## src/rtl/ofdm_bit_interleaver.sv

```systemverilog
// 802.11a BPSK block interleaver: serial coded bits in, ping-pong buffered, serial interleaved bits out.
// Optional OFDM_BIT_INTERLEAVER_INVERSE_EN adds an Inverse input selecting the deinterleaving permutation.
module ofdm_bit_interleaver #(
  parameter int N_CBPS = 48
) (
  input  logic Clock,
  input  logic Reset,
  input  logic InValid,
  input  logic Input,
  output logic InReady,
  output logic OutValid,
  output logic Output,
  input  logic OutReady,
  output logic SymStart,
`ifdef OFDM_BIT_INTERLEAVER_INVERSE_EN
  input  logic Inverse,
`endif
  output logic Error
);
  localparam int COLS = N_CBPS / 16;
  localparam int AW   = $clog2(N_CBPS);
  localparam int CW   = $clog2(COLS + 1);
  localparam int RW   = 4;  // i div COLS is always below 16

  logic bank_mem [2][N_CBPS];

  logic          ready_en_q, ready_en_d;
  logic [1:0]    full_q, full_d;
  logic          wr_bank_q, wr_bank_d;
  logic          rd_bank_q, rd_bank_d;
  logic [AW-1:0] wr_k_q, wr_k_d;
  logic [AW-1:0] rd_i_q, rd_i_d;
  logic [CW-1:0] rd_col_q, rd_col_d;
  logic [RW-1:0] rd_row_q, rd_row_d;
  logic          err_q, err_d;
  logic          accept, xfer, wr_last, rd_last;
  logic [AW-1:0] rd_addr;

  // Ready stays low until the first edge after reset release.
  assign InReady  = ready_en_q & ~full_q[wr_bank_q];
  assign OutValid = full_q[rd_bank_q];
  assign Output   = OutValid & bank_mem[rd_bank_q][rd_addr];
  assign SymStart = OutValid & (rd_i_q == '0);
  assign Error    = err_q;

`ifdef OFDM_BIT_INTERLEAVER_INVERSE_EN
  logic inv_q, inv_d;

  // Mode is resampled while idle at i = 0; both permutations map i = 0 to k = 0.
  always_comb begin
    inv_d = (rd_i_q == '0) ? Inverse : inv_q;
    if (inv_q) begin
      rd_addr = AW'(COLS * int'(rd_i_q[3:0]) + int'(rd_i_q >> 4));
    end else begin
      rd_addr = AW'(16 * int'(rd_col_q) + int'(rd_row_q));
    end
  end

  always_ff @(posedge Clock or posedge Reset) begin
    if (Reset) inv_q <= 1'b0;
    else       inv_q <= inv_d;
  end
`else
  always_comb begin
    rd_addr = AW'(16 * int'(rd_col_q) + int'(rd_row_q));
  end
`endif

  always_comb begin
    accept     = InValid & InReady;
    xfer       = OutValid & OutReady;
    wr_last    = accept && (wr_k_q == AW'(N_CBPS - 1));
    rd_last    = xfer && (rd_i_q == AW'(N_CBPS - 1));
    ready_en_d = 1'b1;
    full_d     = full_q;
    wr_bank_d  = wr_bank_q;
    rd_bank_d  = rd_bank_q;
    wr_k_d     = wr_k_q;
    rd_i_d     = rd_i_q;
    rd_col_d   = rd_col_q;
    rd_row_d   = rd_row_q;
    err_d      = err_q | (InValid & ~InReady);

    if (accept) begin
      if (wr_last) begin
        wr_k_d            = '0;
        full_d[wr_bank_q] = 1'b1;
        wr_bank_d         = ~wr_bank_q;
      end else begin
        wr_k_d = wr_k_q + 1'b1;
      end
    end

    // Write and read banks always differ here, so both flag updates survive.
    if (xfer) begin
      if (rd_last) begin
        rd_i_d            = '0;
        rd_col_d          = '0;
        rd_row_d          = '0;
        full_d[rd_bank_q] = 1'b0;
        rd_bank_d         = ~rd_bank_q;
      end else begin
        rd_i_d = rd_i_q + 1'b1;
        if (rd_col_q == CW'(COLS - 1)) begin
          rd_col_d = '0;
          rd_row_d = rd_row_q + 1'b1;
        end else begin
          rd_col_d = rd_col_q + 1'b1;
        end
      end
    end
  end

  always_ff @(posedge Clock or posedge Reset) begin
    if (Reset) begin
      ready_en_q <= 1'b0;
      full_q     <= '0;
      wr_bank_q  <= 1'b0;
      rd_bank_q  <= 1'b0;
      wr_k_q     <= '0;
      rd_i_q     <= '0;
      rd_col_q   <= '0;
      rd_row_q   <= '0;
      err_q      <= 1'b0;
    end else begin
      ready_en_q <= ready_en_d;
      full_q     <= full_d;
      wr_bank_q  <= wr_bank_d;
      rd_bank_q  <= rd_bank_d;
      wr_k_q     <= wr_k_d;
      rd_i_q     <= rd_i_d;
      rd_col_q   <= rd_col_d;
      rd_row_q   <= rd_row_d;
      err_q      <= err_d;
    end
  end

  always_ff @(posedge Clock) begin
    if (accept) bank_mem[wr_bank_q][wr_k_q] <= Input;
  end

endmodule
```

## config.mk

```make
export PLATFORM = sky130hd
export DESIGN_NAME = ofdm_bit_interleaver
export DESIGN_NICKNAME = d
export VERILOG_FILES = /design/src/rtl/ofdm_bit_interleaver.sv
export SDC_FILE = /design/constraint.sdc
export NUM_CORES = 1
export LEC_CHECK = 0
export CELL_PAD_IN_SITES_DETAIL_PLACEMENT = 0
export CELL_PAD_IN_SITES_GLOBAL_PLACEMENT = 2
export CORE_MARGIN = 5
export CORE_UTILIZATION = 25
export CTS_CLUSTER_DIAMETER = 30
export CTS_CLUSTER_SIZE = 20
export DETAILED_ROUTE_END_ITERATION = 8
export GPL_TIMING_DRIVEN = 0
export PLACE_DENSITY_LB_ADDON = 0.1
export SLEW_MARGIN = 25
export SYNTH_ARGS = -nofsm -noshare
export SYNTH_HDL_FRONTEND = slang
export SYNTH_SLANG_ARGS = --single-unit
export TNS_END_PERCENT = 5
```

## constraint.sdc

```tcl
create_clock -name Clock -period 2.1 [get_ports Clock]
set_clock_uncertainty 0.1 [all_clocks]
set_input_delay 0.315 -clock Clock [delete_from_list [all_inputs] [get_ports Clock]]
set_output_delay 0.315 -clock Clock [all_outputs]
set_load 0.005 [all_outputs]
```

## After elaboration in Yosys (flattened, before gate mapping)

Memory sizes are Yosys's and may differ from the RTL's.
Cells that the tools add are included.

- Flip-flop bits (word level): 24
- Memories: 1
- Output and inout port bits: 5
- Logic and storage cells: 76
- Bits in writable memories: 96
- Input bits: 5

Memories:

| memory | words | bits a word | rd ports | clocked after Yosys merged registers in | wr ports | RTL line | text |
|---|---|---|---|---|---|---|---|
| bank_mem | 2 | 48 | 1 | 0 | 1 | 25 | `logic bank_mem [2][N_CBPS];` |

- Reduce and logical (&&, ||, !) cells: 10
- Bitwise gates (word level): 16
- Multiplexer cells: 25
- Add/subtract/negate cells: 5
- $lt $le $gt $ge: 7
- Equal/unequal tests: 3

Operator list:

| operator | number |
|---|---|
| 48-bit 2-to-1 mux | 1 |
| 7-bit >= comparator, second input constant | 2 |
| 6-bit NOT with 7-bit output | 2 |
| 6-bit by 1-bit adder with 6-bit output, second input constant | 2 |
| 6-bit == test, second input constant | 2 |
| 2-bit 2-to-1 mux | 6 |
| 6-bit 2-to-1 mux | 2 |
| 1-bit 2-to-1 mux | 10 |
| 4-bit 2-to-1 mux | 2 |
| 7-bit by 1-bit < comparator with 1-bit output, second input constant | 1 |
| 6-bit by 4-bit adder with 6-bit output | 1 |
| 1-bit bitwise AND | 6 |
| 1-bit binary-select mux with 6-bit select | 1 |
| 1-bit demux with 6-bit select | 1 |
| 6-bit logical NOT | 1 |
| 2-bit AND reduction | 3 |
| 1-bit logical AND | 5 |
| 4-bit by 1-bit adder with 4-bit output, second input constant | 1 |
| 1-bit by 2-bit < comparator with 1-bit output, second input constant | 2 |
| 1-bit NOT | 4 |
| 2-bit by 1-bit adder with 2-bit output, second input constant | 1 |
| 2-bit bitwise AND | 1 |
| 1-bit demux with 1-bit select | 2 |
| 2-bit == test, second input constant | 1 |
| other kinds (5) | 6 |

## Depth between registers and ports, before layout

Gate-level depths: netlist of the first run.

- Depth in word-level cells: 11
- Mapped depth: 7

## Least setup slack after synthesis of the first run

OpenSTA, ideal clock, no wires.

- Path type: reg2out
- Start: register rd_bank_q
- End: output port Output
- Path buffers: 2
- Setup slack: 60 ps
- Stages on the path, launching flop included: 8
- Arrival: 1625 ps
- Data required time: 1685 ps
- Cells stage by stage: dfrtp_1 -> buf_6 -> buf_6 -> mux4_2 -> nor3b_1 -> nor3_1 -> o21ai_0 -> o211ai_1

- Longest elaborated chain between the ends: 5

RTL lines:

| what | RTL line | text |
|---|---|---|
| start: declaration | 30 | `logic rd_bank_q, rd_bank_d;` |
| start signal: assignment | 129 | `rd_bank_q <= rd_bank_d;` |
| memory 2 x 48 bit | -- |  |
| 1-bit binary-select mux with 6-bit select | 42 | `assign Output = OutValid & bank_mem[rd_bank_q][rd_addr];` |
| 1-bit 2-to-1 mux (implied by the code) (2 in a row) | 42 |  |
| 1-bit bitwise AND * | 42 |  |
| end: declaration | 12 | `output logic Output,` |

Mark *: on every way between the ends. The rest lies on a longest branch, timed or not. The select of a mux whose other input is x is not followed.

## Worst setup path in the final report of the first run

Ends and elaborated chain as after synthesis.

==> out/qor.yml, run 1 <==
core.rowCount: 54
clkTransAtPathRegs_ns: 0.06
number_of_global_route_vias_before_repair: 3544
setup_viol: 2
drt_iter0_markers: 213
outcome: "finished with violations"
detail_route.first_pass.iterations: 4
worst-endpoint-arrival_ns: 2.41
crit_path_max_incr_delay_ns: 0.51
mostFrequentLayoutCell: "sky130_fd_sc_hd__nor2_1"
yosys_warnings: 0
worst_slew_pin_slew_ns: 0.603
totalNegativeSetupSlack_ns: -0.763
gp_routability_congestion: 0.713
post_synthesis_area_per_instance_um2: 13.0
rsz0062_at_grt: "true"
finalNonFillerCells: 753
buffer_and_inverter_count_on_the_worst_path: 3
yosysSeqAreaShare: 0.639
r2r-start: "wr_bank_q"
postCtsHoldBufs: 0
synth.lib_cells_used.distinct: 49
critical_path.cell_chain: "buf_8 -> buf_12 -> mux4_2 -> mux2i_2 -> a211oi_2 -> a31oi_2 -> o211ai_1 -> buf_2"
dp_cells: 709
slew-limit-headroom: 0.598
crit_family: "multiplexers"
cts.sinks: 120
fillerInstances: 2206
viasPerCell: 4.51
power_density_nw_per_um2: 1280
post_drt_wl_per_cell_um: 19.8
synth-edff-count: 96
dp.final_hpwl_um: 9690
layout.nets: 469
total_power_uw: 8670
synth_top_area_cell: "sky130_fd_sc_hd__edfxtp_1"
die_area_um2: 24900
r2r_worst_path_depth: 7
cts_root_buf: "sky130_fd_sc_hd__clkbuf_16"
num_io_pins: 10
r2r-end: "bank_mem[1][8]"
via_count: 3398
initial_core_util: 0.252
post-route-drc-count: 0
clk_path_buf_depth: 2
cts.htree.levels: 4
rrSetupSlack_ns: 0.09
vdd_ir_drop_max_uv: 501
crit_path_end_kind: "output pin"
detail-route-antenna-nets: 0
power.static_leakage_uw: 0.00229
dieHeight_um: 158
layout-area-overhead-vs-synth_pct: 24.6
fmax_mhz: 354
worstSetupPathType: "register to output pin"
cts_tree: "built"
synth_flop_cell: "sky130_fd_sc_hd__edfxtp_1"
max_cap_viol_count: 0
period_minus_slack_ns: 2.82
layout-drive-gt1-share: 0.235
finalHoldViolations: 0
detailedPlace.worstSlack_ns: -0.912
postSynthCellCount: 419
startpoint_type_of_the_worst_setup_path: "register"
min-delay-path-class: "input port to asynchronous set/reset pin"
port_buffers: 9
violations_in_the_final_reports: "setup timing"
synthesis.nets: 428
antenna_violations_before_repair: 0
grt_pass1_wl_um: 23100
finalWirelength_um: 14900
postSynth.asyncResetShare: 0.200
worstSetupStartpoint: "rd_bank_q"
crit_path_top_delay_cell: "sky130_fd_sc_hd__mux4_2"
final_cell_mix: "sky130_fd_sc_hd__nor2_1, sky130_fd_sc_hd__edfxtp_1, sky130_fd_sc_hd__nand2_1"
syn-cell-area_um2: 5460
final.period_utilization: 1.34
coreArea_um2: 21700
number_of_synthesized_register_bits: 120
clk-insertion-delay-late_ns: 0.41
grt.overflow.total: 0
pin_count_of_the_biggest_net_entering_global_routing: 71
postLayoutSetupSlackWorst_ns: -0.722
cp.required_ns: 1.68
num_cts_buffers: 17
critical_path_depth: 8
grt_use_total: 0.129
netlist.area_leader.share: 0.528
netlist_top_cells_area: "sky130_fd_sc_hd__edfxtp_1, sky130_fd_sc_hd__dfrtp_1, sky130_fd_sc_hd__mux4_2, sky130_fd_sc_hd__nor2_1, sky130_fd_sc_hd__nand2_1"
n_antenna_cell: 0
die-width_um: 158
timing_max_transition_violations_final: 0
worstPathMaxFanout: 7
==> metrics by stage <==
step	cell area, um2	hold slack, ns	utilization
global route	6800	0.213	0.313
finish	6800	0.186	0.313
CTS	6710	0.186	0.309
detailed placement	5920	0.371	0.273
floorplan	5460	0.230	-
global placement	5900	0.338	0.272
==> cell usage after synthesis (2+ instances only) <==
master	count
sky130_fd_sc_hd__nor2_1	112
sky130_fd_sc_hd__edfxtp_1	96
sky130_fd_sc_hd__nand2_1	38
sky130_fd_sc_hd__dfrtp_1	24
sky130_fd_sc_hd__mux4_2	24
sky130_fd_sc_hd__nand3_1	14
sky130_fd_sc_hd__buf_2	11
sky130_fd_sc_hd__clkbuf_1	9
sky130_fd_sc_hd__inv_1	9
sky130_fd_sc_hd__nor2b_1	8
sky130_fd_sc_hd__o21ai_0	6
sky130_fd_sc_hd__xnor2_1	5
sky130_fd_sc_hd__a21oi_1	4
sky130_fd_sc_hd__ha_1	4
sky130_fd_sc_hd__nand4_1	4
sky130_fd_sc_hd__xor2_1	4
sky130_fd_sc_hd__buf_6	3
sky130_fd_sc_hd__nor3b_1	3
sky130_fd_sc_hd__o211ai_1	3
sky130_fd_sc_hd__or3_1	3
sky130_fd_sc_hd__a22o_1	2
sky130_fd_sc_hd__and2_1	2
sky130_fd_sc_hd__mux2_2	2
sky130_fd_sc_hd__mux2i_1	2
sky130_fd_sc_hd__nand4_4	2
sky130_fd_sc_hd__nor3_1	2
==> final cells by class <==
cell class                 count  area, um2  area share
sequential                   120       3480       0.512
multi-input combinational    266       1870       0.275
clock buffer                  19        433      0.0637
tap                          280        350      0.0515
clock inverter                13        226      0.0333
timing repair buffer          22        209      0.0307
buffer                        24        190      0.0280
inverter                       9       33.8     0.00497
==> worst max-delay path by stage <==
stage	endpoint	slack, ns
final	Output	-0.72
after detailed placement	Output	-0.91
after global routing	Output	-0.88
after floorplan	Output	0.06
after CTS	Output	-0.84
after global placement	bank_mem[0][47]	-1.57
==> report_power, final <==
group | switching (uW) | internal [uW] | leakage [uW]
clock network | 1080 | 2220 | 0.000325
registers | 203 | 2750 | 0.00115
logic | 1370 | 1040 | 0.000816
total | 2650 | 6020 | 0.00229
==> timing repair <==
action / 4_1_cts / 5_1_grt
endpoints found under the hold margin: 0 / 0
pin swaps: 5 / 3
setup endpoints to repair: 86 / 77
cloned: 1 / 0
setup buffers: 7 / 4
resized for setup: 28 / 26
==> per-layer routing <==
| layer | vias up | track usage | part of all wire |
|---|---|---|---|
| met5 | - | 0 | 0 |
| met1 | 1742 | 0.179 | 0.48 |
| met4 | 0 | 0.0356 | 0.013 |
| met2 | 50 | 0.202 | 0.47 |
| met3 | 15 | 0.0312 | 0.030 |
| li1 | 1591 | - | - |
==> registers in the layout, summed over array words and instances (netlist names) <==
register and count:
Error 1, bank_mem 96, wr_k_q 6, rd_col_q 2
rd_row_q 4, wr_bank_q 1, ready_en_q 1, rd_i_q 6
full_q 2, rd_bank_q 1
==> kinds of logic after synthesis <==
| family | share of synthesized area |
|---|---|
| simple gates | 0.166 |
| flops | 0.639 |
| fa+ha+maj | 0.00917 |
| mux | 0.112 |
| xor+xnor | 0.0144 |
| buf+inv | 0.0300 |
| other cells | 0.000687 |
| compound gates | 0.0294 |
Power figures use the tool's default switching activity.
==> inputs of run 2 (changes only) <==
Settings changed: ABC_AREA set to 1, SETUP_SLACK_MARGIN set to 0.1.
==> run 2 against run 1 <==
Compared with the run above:
- the flow still finishes with violations (setup timing)
- largest power group is now sequential cells
- highest routed layer unchanged
- clock-buffer cell count up 7
- synthesized cell count grew 52%
- global-route usage grew 1.8 points
- die area grew 5.4%
- non-clock buffer count grew 4
- setup slack better by 0.31 ns
- critical endpoint unchanged
==> out/qor.yml, run 2 <==
netlist_top_cells_area: "sky130_fd_sc_hd__edfxtp_1, sky130_fd_sc_hd__nand2_1, sky130_fd_sc_hd__dfrtp_1, sky130_fd_sc_hd__nor2_1, sky130_fd_sc_hd__nand3_1"
yosys_warnings: 0
coreArea_um2: 22700
startpoint_type_of_the_worst_setup_path: "register"
synthesis.nets: 647
port_buffers: 9
post_synthesis_area_per_instance_um2: 9.04
synth.lib_cells_used.distinct: 29
share_seq_of_total_power: 0.367
postSynth.asyncResetShare: 0.200
violations_in_the_final_reports: "setup timing"
die-width_um: 162
num_io_pins: 10
clk-insertion-delay-late_ns: 0.42
area_taken_by_flip_flops_and_latches_um2: 3480
p_clk_frac: 0.366
grt.overflow.total: 0
setup_viol: 14
initial_core_util: 0.254
largest-register: "bank_mem"
number_of_synthesized_register_bits: 120
share_comb_of_total_power: 0.267
dp_cells: 935
p_int_uw: 5320
worstPathMaxFanout: 7
placed_cell_area_um2: 6260
finalWirelength_um: 18300
synth_flop_cell: "sky130_fd_sc_hd__edfxtp_1"
postCtsHoldBufs: 0
dp.final_hpwl_um: 12500
detailedPlace.worstSlack_ns: -1.03
timing_max_transition_violations_final: 0
num_cts_buffers: 17
period_minus_slack_ns: 2.51
yosysSeqAreaShare: 0.604
post-synth-top-count-cell: "sky130_fd_sc_hd__nand2_1"
cts_tree: "built"
finish.instance_area_um2: 7380
detail_route.first_pass.iterations: 4
largest_registers: "bank_mem (96), rd_i_q (6), wr_k_q (6)"
mostFrequentLayoutCell: "sky130_fd_sc_hd__nand2_1"
layout-drive-gt1-share: 0.192
gp_routability_congestion: 0.768
layout-area-overhead-vs-synth_pct: 27.9
switchingPower_uw: 2790
grt_pass1_wl_um: 27900
clkTransAtPathRegs_ns: 0.06
post_drt_wl_per_cell_um: 18.8
largest_register_ff_count: 96
drt_iter0_markers: 236
crit_path_end_kind: "output pin"
grt_use_total: 0.147
antenna_violations_before_repair: 0
postSynthCellCount: 638
cts.htree.levels: 4
fmax_mhz: 398
finalCoreUtilization: 0.325
multi_input_area_um2: 2240
ys_top_cells_by_count: "sky130_fd_sc_hd__nand2_1, sky130_fd_sc_hd__nor2_1, sky130_fd_sc_hd__edfxtp_1"
finalNonFillerCells: 976
max_cap_viol_count: 0
netlist.area_leader.share: 0.500
synth_top_area_cell: "sky130_fd_sc_hd__edfxtp_1"
pin_count_of_the_biggest_net_entering_global_routing: 71
via_count: 4412
core.rowCount: 55
dieHeight_um: 162
path_common_cell: "sky130_fd_sc_hd__nand3_1"
outcome: "finished with violations"
slew-limit-headroom: 0.381
die_area_um2: 26200
number_of_global_route_vias_before_repair: 4489
finalHoldViolations: 0
worst-endpoint-arrival_ns: 2.10
cts.sinks: 120
detail-route-antenna-nets: 0
vdd_ir_drop_max_uv: 503
worst_slew_pin_slew_ns: 0.929
crit_path_top_delay_cell: "sky130_fd_sc_hd__dfrtp_1"
postLayoutSetupSlackWorst_ns: -0.414
power_density_nw_per_um2: 1100
layout.nets: 687
synth-edff-count: 96
cts_root_buf: "sky130_fd_sc_hd__clkbuf_16"
final.period_utilization: 1.20
power.static_leakage_uw: 0.00288
n_antenna_cell: 0
syn-cell-area_um2: 5770
viasPerCell: 4.52
cp.required_ns: 1.68
critical_path.cell_chain: "buf_6 -> inv_8 -> buf_12 -> buf_12 -> nand2_1 -> nand3_1 -> nand3_1 -> nand3_1 -> nand3_1 -> nand2_2 -> nand2_1 -> nand3_2 -> nand2_1 -> inv_1 -> buf_2"
rsz0062_at_grt: "true"
final_cell_mix: "sky130_fd_sc_hd__nand2_1, sky130_fd_sc_hd__nor2_1, sky130_fd_sc_hd__edfxtp_1"
crit_path_max_incr_delay_ns: 0.37
power.share.switching: 0.344
post-route-drc-count: 0
worstSetupPathType: "register to output pin"
fillerInstances: 2381
clk_path_buf_depth: 2
min-delay-path-class: "input port to asynchronous set/reset pin"
==> run 2: logic make-up after synthesis <==
family | Yosys count | synth area share
other | 1 | 0.000650
buffers and inverters | 67 | 0.0466
adder cells (fa/ha/maj) | 4 | 0.00868
XOR/XNOR | 5 | 0.00759
AO/OA/AOI/OAI | 34 | 0.0304
AND/OR/NAND/NOR | 407 | 0.302
flip-flops | 120 | 0.604
==> run 2: area by class of cell <==
type | instances | area share
inverters | 38 | 0.0220
clock inverters | 6 | 0.00763
flip-flops and latches | 120 | 0.472
plain buffers | 28 | 0.0348
multi-input cells | 451 | 0.303
repair buffers | 22 | 0.0366
well taps | 285 | 0.0483
clock buffers | 26 | 0.0749
==> run 2: per-stage QoR <==
step	setup TNS (ns)	total power, uW	hold slack [ns]
global placement	-197.90	4820	0.358
global route	-3.83	8530	0.205
detailed placement	-31.21	4870	0.382
CTS	-3.90	8100	0.176
finish	-1.15	8100	0.176
floorplan	0	4020	0.230
==> run 2: path summary, 6_finish.rpt <==
kind / start / end / slack [ns] / cells after the start
min reg2reg: rd_i_q[5] / rd_i_q[5] / 0.39 / 1
max in group asynchronous: Reset / rd_row_q[2] / 1.31 / 2
min in group Clock: Input / bank_mem[1][0] / 0.22 / 1
min: Reset / wr_bank_q / 0.18 / 2
max reg2reg: wr_bank_q / bank_mem[0][45] / -0.06 / 8
max: rd_bank_q / Output / -0.41 / 15
==> run 2: critical path: cells and delay by family (launching register included) <==
kind / cells / cell delay, ns
simple gates: 9 / 0.72
flops: 1 / 0.37
buf+inv: 6 / 0.60
==> run 2: metal layers <==
| metal | vias up | part of all wire | global-route usage |
|---|---|---|---|
| met5 | - | 0 | 0 |
| met4 | 0 | 0.0091 | 0.0392 |
| met3 | 13 | 0.030 | 0.0294 |
| met2 | 62 | 0.50 | 0.251 |
| met1 | 2161 | 0.47 | 0.191 |
| li1 | 2176 | - | - |
==> run 2: power by group through the flow <==
stage / registers, uW / clock network [uW] / logic [uW]
CTS: 2960 / 3020 / 2110
detailed placement: 2970 / 0 / 1900
floorplan: 2920 / 0 / 1100
global placement: 2970 / 0 / 1850
global route: 3000 / 3140 / 2390
finish: 2970 / 2970 / 2160
==> run 2: timing repair <==
| action | CTS | global route |
|---|---|---|
| buffers inserted | 7 | 2 |
| gates resized for setup | 86 | 34 |
| cloned | 1 | 0 |
| hold endpoints to repair | 0 | 0 |
| endpoints found under the setup margin | 99 | 104 |
| pin swaps | 29 | 31 |
==> inputs of run 3 (changes only) <==
Settings changed: CTS_BUF_LIST set to sky130_fd_sc_hd__clkbuf_16.
Clock period 2.1 ns to 2.46 ns, I/O delays scaled along.
==> run 3 against run 2 <==
Compared with the run above:
- the run still ends with setup timing left
- via count fell by 0.57%
- cell count shrank 0.61%
- first-iteration DRC count decreased by 4.7%
- routed wire length decreased by 0.37%
- clock-buffer cell count down 6
- largest power group unchanged
- highest routed layer unchanged
==> out/qor.yml, run 3 (synthesized netlist as in run 2, its figures left out) <==
worstSetupPathType: "register to output pin"
p_clk_frac: 0.362
die-width_um: 162
placed_cell_area_um2: 6260
grt.overflow.total: 0
maxUsedRoutingLayer: "met4"
initial_core_util: 0.254
largest_registers: "bank_mem (96), rd_i_q (6), wr_k_q (6)"
power.static_leakage_uw: 0.00280
antenna_violations_before_repair: 0
num_io_pins: 10
clk-insertion-delay-late_ns: 0.42
period_minus_slack_ns: 2.58
rsz0062_at_grt: "true"
detailroute.wirelength.met2_um: 8980
largest_register_ff_count: 96
slew-limit-headroom: 0.340
dieHeight_um: 162
postLayoutSetupSlackWorst_ns: -0.120
cts.sinks: 120
outcome: "finished with violations"
cts_tree: "built"
gp_routability_congestion: 0.768
number_of_global_route_vias_before_repair: 4456
finalNonFillerCells: 970
power_density_nw_per_um2: 935
crit_path_top_delay_cell: "sky130_fd_sc_hd__dfrtp_1"
fmax_mhz: 388
port_buffers: 9
layout-drive-gt1-share: 0.159
vdd_ir_drop_max_uv: 429
fillerInstances: 2403
r2r_worst_path_depth: 9
crit_path_end_kind: "output pin"
share_comb_of_total_power: 0.263
final_cell_mix: "sky130_fd_sc_hd__nand2_1, sky130_fd_sc_hd__nor2_1, sky130_fd_sc_hd__edfxtp_1"
worst-endpoint-arrival_ns: 2.11
worst_slew_pin_slew_ns: 0.986
mostFrequentLayoutCell: "sky130_fd_sc_hd__nand2_1"
finish.instance_area_um2: 7190
m1WireLength_um: 8590
final.period_utilization: 1.05
crit_path_max_incr_delay_ns: 0.37
via_count: 4387
worstPathMaxFanout: 7
die_area_um2: 26200
layout.nets: 681
core.rowCount: 55
max_cap_viol_count: 0
timing_max_transition_violations_final: 0
grt_use_total: 0.146
power.share.switching: 0.346
layout-area-overhead-vs-synth_pct: 24.7
largest-register: "bank_mem"
clkTransAtPathRegs_ns: 0.06
coreArea_um2: 22700
finalHoldViolations: 0
dp.final_hpwl_um: 12500
setup_viol: 1
detail_route.first_pass.iterations: 5
startpoint_type_of_the_worst_setup_path: "register"
cp.required_ns: 1.99
viasPerCell: 4.52
p_int_uw: 4400
min-delay-path-class: "input port to asynchronous set/reset pin"
num_cts_buffers: 17
path_common_cell: "sky130_fd_sc_hd__nand3_1"
cts_root_buf: "sky130_fd_sc_hd__clkbuf_16"
share_seq_of_total_power: 0.375
violations_in_the_final_reports: "setup timing"
post_drt_wl_per_cell_um: 18.8
cts.htree.levels: 4
totalNegativeSetupSlack_ns: -0.120
fin_worst_hold_slack_ns: 0.230
critical_path.cell_chain: "buf_6 -> inv_8 -> buf_12 -> buf_12 -> nand2_1 -> nand3_1 -> nand3_1 -> nand3_1 -> nand3_1 -> nand2_2 -> nand2_1 -> nand3_2 -> nand2_1 -> inv_1 -> buf_2"
dp_cells: 935
drt_iter0_markers: 225
finalWirelength_um: 18300
clk_path_buf_depth: 2
detail-route-antenna-nets: 0
routed-wl-met3_um: 506
switchingPower_uw: 2330
grt_pass1_wl_um: 27800
pin_count_of_the_biggest_net_entering_global_routing: 71
post-route-drc-count: 0
n_antenna_cell: 0
finalCoreUtilization: 0.317
[run 3: cell types whose count changed in the layout (fill, tap and decap cells not counted), moves of 3 or more]
cell and delta:
sky130_fd_sc_hd__nand2_1 +8, sky130_fd_sc_hd__nand2_2 -6, sky130_fd_sc_hd__nor2_1 +5, sky130_fd_sc_hd__buf_6 -3, sky130_fd_sc_hd__clkbuf_8 -3, sky130_fd_sc_hd__clkinv_1 +3, sky130_fd_sc_hd__inv_1 +3, sky130_fd_sc_hd__nor2_4 -3
[run 3: layer usage]
layer	track usage	vias to the layer above
met3	0.0289	14
met4	0.0365	0
met2	0.249	66
li1	-	2160
met5	0	-
met1	0.191	2147
[run 3: area by class of cell]
| class | count | area (um2) | share of cell area |
|---|---|---|---|
| sequential | 120 | 3480 | 0.484 |
| multi-input combinational | 451 | 2160 | 0.300 |
| clock buffer | 20 | 500 | 0.0696 |
| tap | 285 | 357 | 0.0496 |
| buffer | 28 | 255 | 0.0355 |
| timing repair buffer | 16 | 199 | 0.0277 |
| inverter | 38 | 163 | 0.0226 |
| clock inverter | 12 | 78.8 | 0.0110 |
[run 3: what timing repair did]
action / in CTS / in global routing
buffers inserted: 2 / 1
resized for setup: 72 / 21
hold buffers: 0 / 0
pin swaps: 20 / 19
gates cloned: 1 / 0
endpoints found under the setup margin: 51 / 52
[run 3: path summary, 6_finish.rpt]
check	start	slack, ns	to
max	rd_bank_q	-0.12	Output
min	Reset	0.23	wr_bank_q
max reg2reg	wr_bank_q	0.15	bank_mem[0][45]
min reg2reg	rd_i_q[5]	0.39	rd_i_q[5]
max in group asynchronous	Reset	1.61	rd_row_q[2]
min in group Clock	Input	0.27	bank_mem[1][0]
[run 3: stage by stage]
step	total power, uW	worst slack, ns
final	6720	-0.120
after global routing	7080	-0.264
after CTS	6730	-0.188
after detailed placement	4160	-0.727
after global placement	4110	-1.40
after floorplan	3430	0.577
[run 3: power groups by stage]
| stage | sequential (uW) | clock (uW) | combinational, uW |
|---|---|---|---|
| 2_1_floorplan | 2490 | 0 | 940 |
| 6_report | 2520 | 2430 | 1770 |
| 4_1_cts | 2510 | 2470 | 1750 |
| 5_1_grt | 2540 | 2580 | 1960 |
| 3_3_place_gp | 2530 | 0 | 1580 |
| 3_5_place_dp | 2530 | 0 | 1620 |
[run 3: worst max-delay path, delay by kind of cell, from the launching register on]
family | cells | cell delay, ns
flip-flops | 1 | 0.37
AND/OR/NAND/NOR | 9 | 0.72
buffers and inverters | 6 | 0.60
